`config.mk`:
```
export PLATFORM = sky130hd
export DESIGN_NAME = as512_bus_bridge
export DESIGN_NICKNAME = d
export VERILOG_FILES = /design/src/rtl/as512_pkg.sv /design/src/rtl/as512_bus_timeout.sv /design/src/rtl/as512_bus_bridge.sv
export SDC_FILE = /design/constraint.sdc
export NUM_CORES = 1
export LEC_CHECK = 0
export ABC_AREA = 1
export BUFFER_PORTS_ARGS = -buffer_cell sky130_fd_sc_hd__buf_2
export CAP_MARGIN = 40
export CORE_ASPECT_RATIO = 0.7
export CORE_UTILIZATION = 30
export DETAILED_ROUTE_END_ITERATION = 8
export PLACE_DENSITY_LB_ADDON = 0.25
export SYNTH_ARGS = -nofsm -noshare
export SYNTH_HDL_FRONTEND = slang
export SYNTH_SLANG_ARGS = --single-unit
```
`constraint.sdc`:
```
create_clock -name clk -period 3.1 [get_ports clk]
set_clock_uncertainty 0.2 [all_clocks]
set_input_delay 0.62 -clock clk [delete_from_list [all_inputs] [get_ports clk]]
set_output_delay 0.62 -clock clk [all_outputs]
set_load 0.05 [all_outputs]
```
`src/rtl/as512_pkg.sv`:
```
// rtl/as512_pkg.sv - shared types and constants for the as512 bus bridge
package as512_pkg;

  localparam int ADDR_W_DEF = 24;
  localparam logic [15:0] READ_ABORT_VAL = 16'hFFFF;

  typedef enum logic [1:0] {
    IDLE = 2'd0,
    REQ  = 2'd1,
    DONE = 2'd2
  } bridge_state_t;

endpackage

```
`src/rtl/as512_bus_timeout.sv`:
```
// rtl/as512_bus_timeout.sv - loadable wait counter with terminal-count flag
module as512_bus_timeout #(
  parameter int TIMEOUT = 255
) (
  input  logic clk,
  input  logic rst,
  input  logic load,
  input  logic en,
  output logic tc
);

  // tc marks the REQ cycle in which the count reaches TIMEOUT with this increment
  localparam logic [15:0] TC_VAL = 16'(TIMEOUT - 1);

  logic [15:0] cnt;

  // Counter cleared when a transfer is accepted, advanced while it waits
  always_ff @(posedge clk or negedge rst) begin
    if (!rst)      cnt <= '0;
    else if (load) cnt <= '0;
    else if (en)   cnt <= cnt + 16'd1;
  end

  assign tc = (cnt == TC_VAL);

endmodule

```
`src/rtl/as512_bus_bridge.sv`:
```
// rtl/as512_bus_bridge.sv - demux of the as512 multiplexed bus onto a req/ready memory port
module as512_bus_bridge
  import as512_pkg::*;
#(
  parameter int ADDR_W  = ADDR_W_DEF,
  parameter int AUTOINC = 1,
  parameter int TIMEOUT = 255
) (
  input  logic              clk,
  input  logic              rst,
  input  logic [15:0]       bus_dout,
  output logic [15:0]       bus_din,
  input  logic              len1,
  input  logic              len2,
  input  logic              rw,
  input  logic              opreq,
  output logic              wait_o,
  output logic [ADDR_W-1:0] mem_addr,
  output logic [15:0]       mem_wdata,
  output logic              mem_we,
  output logic              mem_req,
  input  logic              mem_ready,
  input  logic [15:0]       mem_rdata,
  output logic              err,
  input  logic              err_clr
);

  localparam logic [ADDR_W-1:0] ADDR_ONE = 1;

  bridge_state_t     state_q, state_d;
  logic [ADDR_W-1:0] addr_q;
  logic              addr_fresh_q;
  logic [ADDR_W-1:0] op_addr;
  logic              accept, done_ok, done_tmo, viol, both_len, tmo_tc;

  // A strobe with no address phase since the previous one walks to the next word
  assign op_addr  = (AUTOINC != 0 && !addr_fresh_q) ? addr_q + ADDR_ONE : addr_q;
  assign both_len = len1 & len2;
  // The core is stalled in the strobe cycle and for as long as the request is open
  assign wait_o   = opreq | (state_q == REQ);

  as512_bus_timeout #(.TIMEOUT(TIMEOUT)) u_timeout (
    .clk  (clk),
    .rst  (rst),
    .load (accept),
    .en   (state_q == REQ),
    .tc   (tmo_tc)
  );

  // State register
  always_ff @(posedge clk or negedge rst) begin
    if (!rst) state_q <= IDLE;
    else      state_q <= state_d;
  end

  // Next-state and transfer-event decode
  always_comb begin
    state_d  = state_q;
    accept   = 1'b0;
    done_ok  = 1'b0;
    done_tmo = 1'b0;
    viol     = 1'b0;
    case (state_q)
      IDLE: begin
        if (opreq) begin
          accept  = 1'b1;
          state_d = REQ;
        end
      end
      REQ: begin
        viol = opreq;
        if (mem_ready) begin
          done_ok = 1'b1;
          state_d = DONE;
        end else if (tmo_tc) begin
          done_tmo = 1'b1;
          state_d  = DONE;
        end
      end
      DONE: begin
        viol    = opreq;
        state_d = IDLE;
      end
      default: state_d = IDLE;
    endcase
  end

  // Address latch; the opreq update comes first so a same-cycle latch takes precedence
  always_ff @(posedge clk or negedge rst) begin
    if (!rst) begin
      addr_q       <= '0;
      addr_fresh_q <= 1'b1;
    end else begin
      if (accept) begin
        addr_q       <= op_addr;
        addr_fresh_q <= 1'b0;
      end
      if (len1) begin
        addr_q[15:0] <= bus_dout;
        addr_fresh_q <= 1'b1;
      end else if (len2) begin
        addr_q[ADDR_W-1:16] <= bus_dout[ADDR_W-17:0];
        addr_fresh_q        <= 1'b1;
      end
    end
  end

  // Memory-side request and read-data return
  always_ff @(posedge clk or negedge rst) begin
    if (!rst) begin
      mem_addr  <= '0;
      mem_wdata <= '0;
      mem_we    <= 1'b0;
      mem_req   <= 1'b0;
      bus_din   <= '0;
    end else if (accept) begin
      mem_addr <= op_addr;
      mem_we   <= rw;
      mem_req  <= 1'b1;
      if (rw) mem_wdata <= bus_dout;
    end else if (done_ok || done_tmo) begin
      mem_req <= 1'b0;
      mem_we  <= 1'b0;
      if (!mem_we) bus_din <= done_ok ? mem_rdata : READ_ABORT_VAL;
    end
  end

  // Sticky error; a new error outranks a clear in the same cycle
  always_ff @(posedge clk or negedge rst) begin
    if (!rst)                            err <= 1'b0;
    else if (both_len || viol || done_tmo) err <= 1'b1;
    else if (err_clr)                    err <= 1'b0;
  end

endmodule

```
==> impl_metrics.toml, run 1 <==
[drt]
finalWirelength_um = 13500
vias = 4342
drtPass1Iterations = 4
drc = 0
viasPerCell = 4.63
wire_per_inst_um = 14.4
antenna_left = 0
drtIter0Drc = 218

[power]
p_per_area_mw_per_mm2 = 1040
p_leak_uw = 0.00307
ir_worst_vdd_uv = 628

[critical_path]
timing_worst_setup_path_type = "flip-flop to output pin"
r2r_start = "state_q[1]"
critPathArrivalTime_ps = 1690
worstRegToRegCells = 9
rrSetupSlack_ps = 860
r2r_end = "bus_din[0]"
end_kind = "output pin"
path_max_fanout = 8
worst_setup_path_start_kind = "flip-flop"
cp_data_required_time_ps = 2280

[clocking]
clock_latency_ps = 350
clkTransAtPathRegs_ps = 70
cts_max_level = 3
cts-root-buf = "clkbuf_16"
clockBufferDepth = 2
cts_tree = "yes"
ctsHoldBuffers = 0
cts.sinks = 102
cts_made_buffers = 9
cts_setup_buffers = 0
ctsResizeCount = 0

[global_route]
antenna_found_initial = 0
grt_overflow = 0
grt_pass1_vias = 4306
grt_pass1_wl_um = 22600
grt_usage_pct = 15.9
grt_max_degree = 52

[floorplan]
io_pins = 100
rows = 39
die_w_um = 160
initial_utilization_pct = 31.3
core_mm2 = 0.0167
die_h_um = 112
dieArea_mm2 = 0.0180

[final_layout]
most-common-layout-cells = "nand2_1 (127), dfrtp_1 (101), buf_2 (98)"
drive_gt1_share_pct = 28.5
final_cell_area_mm2 = 0.00622
final_common_cell = "nand2_1"
stdcell_count = 938
nets = 754
syn_to_final_growth_pct = 19.0
fillers = 1757
diodes = 0
fin_util_pct = 37.3

[synthesis]
syn_inst = 611
ys_seq_elements = 102
synth_edf_count = 0
async_flop_share_pct = 100
syn-cell-area_mm2 = 0.00523
synth.distinct_cells = 44
ys_seq_area_share_pct = 48.9
syn_nets = 657
avgSynthCellArea_um2 = 8.55
synth_ff_type = "dfrtp_1"
yosys_warnings = 0

[placed_design]
place.gp.congestion = 0.807
place_inst = 922
dpl_cell_area_mm2 = 0.00594
dp_hpwl_um = 9940
port-buffer-count = 99

[timing]
worst_pin_slew_ps = 671
setup_viol = 0
fin_crit_ps = 2510
slew_headroom_pct = 55.2
rsz0062_at_grt = "false"
tns_ps = 0
max_freq_mhz = 399
timing.final.max_slew_violations = 0
finalCritPeriodShare_pct = 80.8
finalHoldViolations = 0

[run]
maxCapViolations = 0

[run_status]
status = "complete, no violations"

[hold_path]
min_path_type = "input pin to async pin"
## layout make-up
| type | instances | area, um2 | area share [%] |
|---|---|---|---|
| Tap cell | 225 | 282 | 4.53 |
| Multi-Input combinational cell | 413 | 2250 | 36.2 |
| Clock inverter | 7 | 57.6 | 0.925 |
| Clock buffer | 9 | 225 | 3.62 |
| Timing Repair Buffer | 106 | 563 | 9.05 |
| Sequential cell | 102 | 2550 | 41.1 |
| Inverter | 76 | 288 | 4.63 |
## per-layer routing
layer	up-vias	global-route usage [%]	routed length [um]
met4	0	3.08	12
met2	101	23.4	5530
met5	-	0	0
met3	2	3.47	656
met1	2036	23.8	7270
li1	2203	-	-
## metrics by stage
stage	total power, uW	hold slack (ps)	setup slack, ps
after floorplan	4660	124	1160
after global routing	6900	155	461
after global placement	5400	262	876
after CTS	6540	126	582
final	6450	106	595
after detailed placement	5410	262	843
## state kept, by name, indices dropped and copies added, names as in the netlist
register,flops
addr_fresh_q,1
addr_q,24
bus_din,16
err,1
mem_addr,24
mem_req,1
mem_wdata,16
mem_we,1
state_q,2
u_timeout.cnt,16
## critical path, cell delays in order, from the launching register on
cell,delay [ps]
dfrtp_1,380
inv_1,90
ha_1,340
inv_1,160
nand2_1,100
buf_2,260
## kinds of logic after synthesis
family                     count (synthesis)  synth area share (%)
muxes                                      8                  1.72
and+or+nand+nor                          289                  26.4
DFF                                      102                  48.9
AOI/OAI and AO/OA                        110                  13.5
buffers and inverters                     96                  8.07
adders and majority gates                  6                  1.44
## power breakdown
part | internal (uW) | switching, uW | total (uW)
clock network | 555 | 541 | 1100
logic | 789 | 2350 | 3140
registers | 1840 | 374 | 2220
## Yosys cell counts (6+ instances only)
| library cell | instances | area share [%] |
|---|---|---|
| nand2_1 | 127 | 9.1 |
| dfrtp_1 | 101 | 48 |
| inv_1 | 67 | 4.8 |
| nor2_1 | 46 | 3.3 |
| nand3_1 | 42 | 4.0 |
| o21ai_0 | 33 | 3.2 |
| a21oi_1 | 29 | 2.8 |
| nand2_2 | 23 | 2.8 |
| nand4_1 | 16 | 1.9 |
| o21ai_2 | 16 | 2.7 |
| nor3_1 | 10 | 0.96 |
| nand3_2 | 9 | 1.7 |
| mux2_2 | 8 | 1.7 |
| clkbuf_1 | 6 | 0.43 |
| ha_1 | 6 | 1.4 |
| inv_2 | 6 | 0.43 |
| nor2_2 | 6 | 0.72 |
| o221ai_1 | 6 | 1.0 |
## how the worst max path moves through the flow
stage | startpoint | to
after floorplan | state_q[1] | wait_o
after global placement | opreq | addr_q[4]
after detailed placement | opreq | addr_q[2]
after CTS | state_q[1] | wait_o
after global routing | state_q[1] | wait_o
final | state_q[1] | wait_o
No activity file was read; power rests on OpenSTA's default activity.
==> inputs of run 2 (changes only) <==
clock period = 2.58 ns   (was 3.1 ns; I/O delays follow)
==> run 2 against run 1 <==
  * Cell count rose by 0.21%
  * Routed wire length increased by 1.8%
  * Sequential share of layout area shrank 0.26 points
  * Power increased by 22%
  * Die area is the same
  * Setup slack got worse by 390 ps
  * Via count up 1.8%
  * Hold slack better by 120 ps
  * Combinational power up 22%
  * Sequential power is 19% higher
  * Largest power group unchanged
==> impl_metrics.toml, run 2 (synthesis gave the netlist of run 1 again) <==
[clocking]
cts_setup_buffers = 0
cts-root-buf = "clkbuf_16"
clock_latency_ps = 350
clkTransAtPathRegs_ps = 80
cts_tree = "yes"
clockBufferDepth = 2
cts_made_buffers = 9
ctsHoldBuffers = 1
cts.sinks = 102
ctsResizeCount = 0
cts_max_level = 3

[final_layout]
stdcell_count = 940
drive_gt1_share_pct = 28.5
fin_util_pct = 37.5
final_common_cell = "nand2_1"
fillers = 1779
most-common-layout-cells = "nand2_1 (127), dfrtp_1 (101), buf_2 (98)"
syn_to_final_growth_pct = 19.8
diodes = 0
nets = 756
top_regs = "addr_q (24), mem_addr (24)"

[floorplan]
io_pins = 100
dieArea_mm2 = 0.0180
rows = 39
die_w_um = 160
die_h_um = 112
core_mm2 = 0.0167
initial_utilization_pct = 31.3

[timing]
setup_viol = 0
tns_ps = 0
max_freq_mhz = 421
finalCritPeriodShare_pct = 92.0
fin_crit_ps = 2370
slew_headroom_pct = 66.5
worst_pin_slew_ps = 501
finalHoldViolations = 0
timing.final.max_slew_violations = 0
rsz0062_at_grt = "false"

[power]
p_per_area_mw_per_mm2 = 1260
p_leak_uw = 0.00308
p_int_uw = 3940
switchingPower_uw = 3930
ir_worst_vdd_uv = 643
power_switching_share_pct = 49.9
p_total_uw = 7870
power_frac_seq_pct = 33.7
power.share.clock_pct = 17.7
power_frac_comb_pct = 48.6

[drt]
drc = 0
viasPerCell = 4.70
drtIter0Drc = 320
wire_per_inst_um = 14.6
finalWirelength_um = 13700
vias = 4422
antenna_left = 0
drtPass1Iterations = 5

[critical_path]
worstRegToRegCells = 9
worst_setup_path_start_kind = "flip-flop"
crit_slowest_cell = "dfrtp_1"
timing_worst_setup_path_type = "flip-flop to output pin"
cp.depth = 5
path_cells = "inv_1 > ha_1 > inv_1 > nand2_1 > buf_2"
crit_top_cell = "inv_1"
cp_data_required_time_ps = 1860
end_kind = "output pin"
critPathArrivalTime_ps = 1660
slowest_delay_ps = 380
path_max_fanout = 8
cpLargestDelayFamily = "buffers and inverters"
crit_buf_inv = 3

[run]
maxCapViolations = 0

[placed_design]
dp_hpwl_um = 10100
place_inst = 923
port-buffer-count = 99
place.gp.congestion = 0.820

[hold_path]
min_path_type = "input pin to flip-flop"
hold_depth = 3

[global_route]
grt_max_degree = 58
grt_pass1_wl_um = 23000
grt_overflow = 0
grt_usage_pct = 16.3
antenna_found_initial = 0
grt_pass1_vias = 4213

[run_status]
status = "complete, no violations"
run 2: changes by cell type in the layout (fill, tap and decap cells not counted):
cell	change
dlygate4sd3_1	+1
buf_4	+1
inv_8	-1
bufinv_16	+1
clkinv_2	-1
inv_6	+1
run 2: area by class of cell:
type,count,area [um2],share of cell area (%)
Tap cell,225,282,4.50
Multi-Input combinational cell,413,2250,36.0
Clock inverter,7,80.1,1.28
Inverter,76,288,4.60
Timing Repair Buffer,108,581,9.27
Clock buffer,9,225,3.60
Sequential cell,102,2550,40.8
run 2: per-stage QoR:
stage	setup WS (ps)	hold WS, ps	cell area [um2]
finish	207	227	6260
detailed placement	372	238	5940
global placement	458	238	5940
CTS	197	213	6260
global route	48.5	223	6260
floorplan	743	20.4	5230
run 2: power by group through the flow:
| stage | clock (uW) | combinational (uW) | sequential (uW) |
|---|---|---|---|
| global placement | 0 | 3820 | 2690 |
| detailed placement | 0 | 3860 | 2670 |
| finish | 1390 | 3830 | 2650 |
| floorplan | 0 | 1410 | 4190 |
| CTS | 1440 | 3860 | 2650 |
| global route | 1510 | 4150 | 2740 |
run 2: metal layers:
metal / track usage [%] / part of all wire, % / wire length [um] / vias to the layer above
met5: 0 / 0 / 0 / -
met4: 3.14 / 0.78 / 107 / 0
met3: 3.99 / 5.8 / 798 / 9
met2: 22.3 / 39 / 5360 / 129
met1: 25.4 / 54 / 7450 / 2076
li1: - / - / - / 2208
run 2: worst min-delay path: cells and delay by family:
family / cells / cell delay, ps
buffers and inverters: 1 / 80
AOI/OAI and AO/OA: 1 / 110
and+or+nand+nor: 1 / 40
run 2: final timing paths:
path / from / endpoint / slack (ps)
worst max-delay path: state_q[1] / wait_o / 210
worst min-delay path: mem_rdata[12] / bus_din[12] / 230
worst max register to register: state_q[1] / bus_din[0] / 390
worst min register to register: mem_addr[5] / mem_addr[5] / 270
max in group asynchronous: rst / addr_fresh_q / 1080
min in group asynchronous: rst / u_timeout.cnt[4] / 410
==> inputs of run 3 (changes only) <==
SYNTH_HIERARCHICAL = 1   (was unset)
==> run 3 against run 2 <==
  * Utilization is 0.77 points lower
  * Sequential share of layout area is 0.19 points lower
  * Via count is 0.43% higher
  * Power is 3.3% lower
  * Largest power group unchanged
  * Highest routed layer unchanged
==> impl_metrics.toml, run 3 <==
[final_layout]
top_regs = "addr_q (24), mem_addr (24)"
most-common-layout-cells = "nand2_1 (152), dfrtp_1 (101), buf_2 (98)"
fillers = 1819
fin_util_pct = 36.7
drive_gt1_share_pct = 24.6
nets = 788
diodes = 0
syn_to_final_growth_pct = 19.8
stdcell_count = 978
final_common_cell = "nand2_1"

[timing]
worst_pin_slew_ps = 562
rsz0062_at_grt = "false"
finalCritPeriodShare_pct = 90.1
finalHoldViolations = 0
max_freq_mhz = 430
tns_ps = 0
timing.final.max_slew_violations = 0
setup_viol = 0
fin_crit_ps = 2330
slew_headroom_pct = 62.6

[drt]
finalWirelength_um = 13400
drtIter0Drc = 276
vias = 4441
drtPass1Iterations = 5
antenna_left = 0
wire_per_inst_um = 13.7
viasPerCell = 4.54
drc = 0

[synthesis]
async_flop_share_pct = 100
synth_top_family_by_area = "simple AND/OR/NAND/NOR gates"
synth.distinct_cells = 39
synth_area_leader_cell = "dfrtp_1"
ys_seq_elements = 102
synth-compound-area-share_pct = 10.3
synth.top_cell.area_share_pct = 48.2
synth_ff_type = "dfrtp_1"
yosysMostFrequentCell = "nand2_1"
synth_area_leaders = "dfrtp_1 (48%), nand2_1 (11%), nor2_1 (6.9%)"
synthAdderAreaFrac_pct = 1.43
synth_mux_area_share_pct = 3.22
synth_edf_count = 0
avgSynthCellArea_um2 = 8.15
syn-cell-area_mm2 = 0.00525
synth-xor-area-share_pct = 0
syn_nets = 690
syn_inst = 644
ys_top_cells_by_count = "nand2_1 (152), dfrtp_1 (101), nor2_1 (97)"
yosys_warnings = 6
synth-simple-area-share_pct = 29.3
ys_seq_area_share_pct = 48.7

[power]
p_per_area_mw_per_mm2 = 1210
ir_worst_vdd_uv = 736
p_leak_uw = 0.00304

[clocking]
ctsResizeCount = 0
ctsHoldBuffers = 0
clockBufferDepth = 2
cts_max_level = 3
cts-root-buf = "clkbuf_16"
cts_setup_buffers = 0
cts_made_buffers = 9
cts_tree = "yes"
cts.sinks = 102
clkTransAtPathRegs_ps = 70
clock_latency_ps = 350

[global_route]
grt_pass1_wl_um = 21600
grt_max_degree = 103
grt_overflow = 0
antenna_found_initial = 0
grt_usage_pct = 15.3
grt_pass1_vias = 4111

[critical_path]
end_kind = "output pin"
critPathArrivalTime_ps = 1610
cp_data_required_time_ps = 1860
timing_worst_setup_path_type = "flip-flop to output pin"
path_max_fanout = 5
worst_setup_path_start_kind = "flip-flop"

[floorplan]
initial_utilization_pct = 30.7
rows = 40
core_mm2 = 0.0171
dieArea_mm2 = 0.0180
io_pins = 100
die_w_um = 160
die_h_um = 113

[run]
maxCapViolations = 0

[hold_path]
min_path_type = "input pin to async pin"

[run_status]
status = "complete, no violations"

[placed_design]
dp_hpwl_um = 9680
port-buffer-count = 99
place_inst = 962
place.gp.congestion = 0.855
## run 3: power breakdown
group,switching [uW],internal [uW]
sequential,394,2190
clock,636,717
combinational,2770,906
## run 3: per-layer routing
| layer | global-route usage, % | wire length (um) | vias to the layer above |
|---|---|---|---|
| met3 | 4.40 | 957 | 10 |
| met4 | 2.98 | 85 | 0 |
| met5 | 0 | 0 | - |
| met1 | 23.4 | 7040 | 2038 |
| li1 | - | - | 2257 |
| met2 | 21.0 | 5290 | 136 |
## run 3: logic make-up (layout without fill, tap and decap cells)
group | after synthesis | in the layout
buffers and inverters | 90 | 193
AOI/OAI and AO/OA | 92 | 92
adders and majority gates | 6 | 6
DFF | 102 | 102
muxes | 15 | 15
and+or+nand+nor | 339 | 339
## run 3: path summary, 6_finish.rpt
kind,startpoint,end,slack (ps),depth (start not counted)
min in group clk,err_clr,err,160,2
worst max-delay path,state_q[1],wait_o,250,5
worst max register to register,u_timeout/cnt[5],bus_din[15],430,9
max in group asynchronous,rst,mem_addr[15],1730,2
worst min-delay path,rst,u_timeout/cnt[8],30,2
worst min register to register,mem_addr[0],mem_addr[0],280,2
## run 3: stage by stage
| stage | hold slack (ps) | area (um2) | power, uW | setup WS, ps |
|---|---|---|---|---|
| 2_1_floorplan | 20.4 | 5250 | 5410 | 697 |
| 3_3_place_gp | 259 | 5990 | 6310 | 529 |
| 3_5_place_dp | 262 | 5990 | 6310 | 450 |
| 4_1_cts | 53.8 | 6290 | 7690 | 245 |
| 5_1_grt | 72.5 | 6290 | 8080 | 149 |
| 6_report | 31.3 | 6290 | 7610 | 255 |
## run 3: cell type report
type	count	area (um2)	share of cell area, %
sequential	102	2550	40.6
timing repair buffer	104	548	8.71
clock buffer	11	253	4.02
inverter	73	279	4.44
clock inverter	5	41.3	0.657
tap	231	289	4.60
multi-input combinational	452	2320	37.0
## run 3: critical path, stage by stage (launching register included)
cell and delay [ps]:
dfrtp_1 380, inv_1 90, ha_1 290, inv_1 130, nand2_1 110, buf_2 260
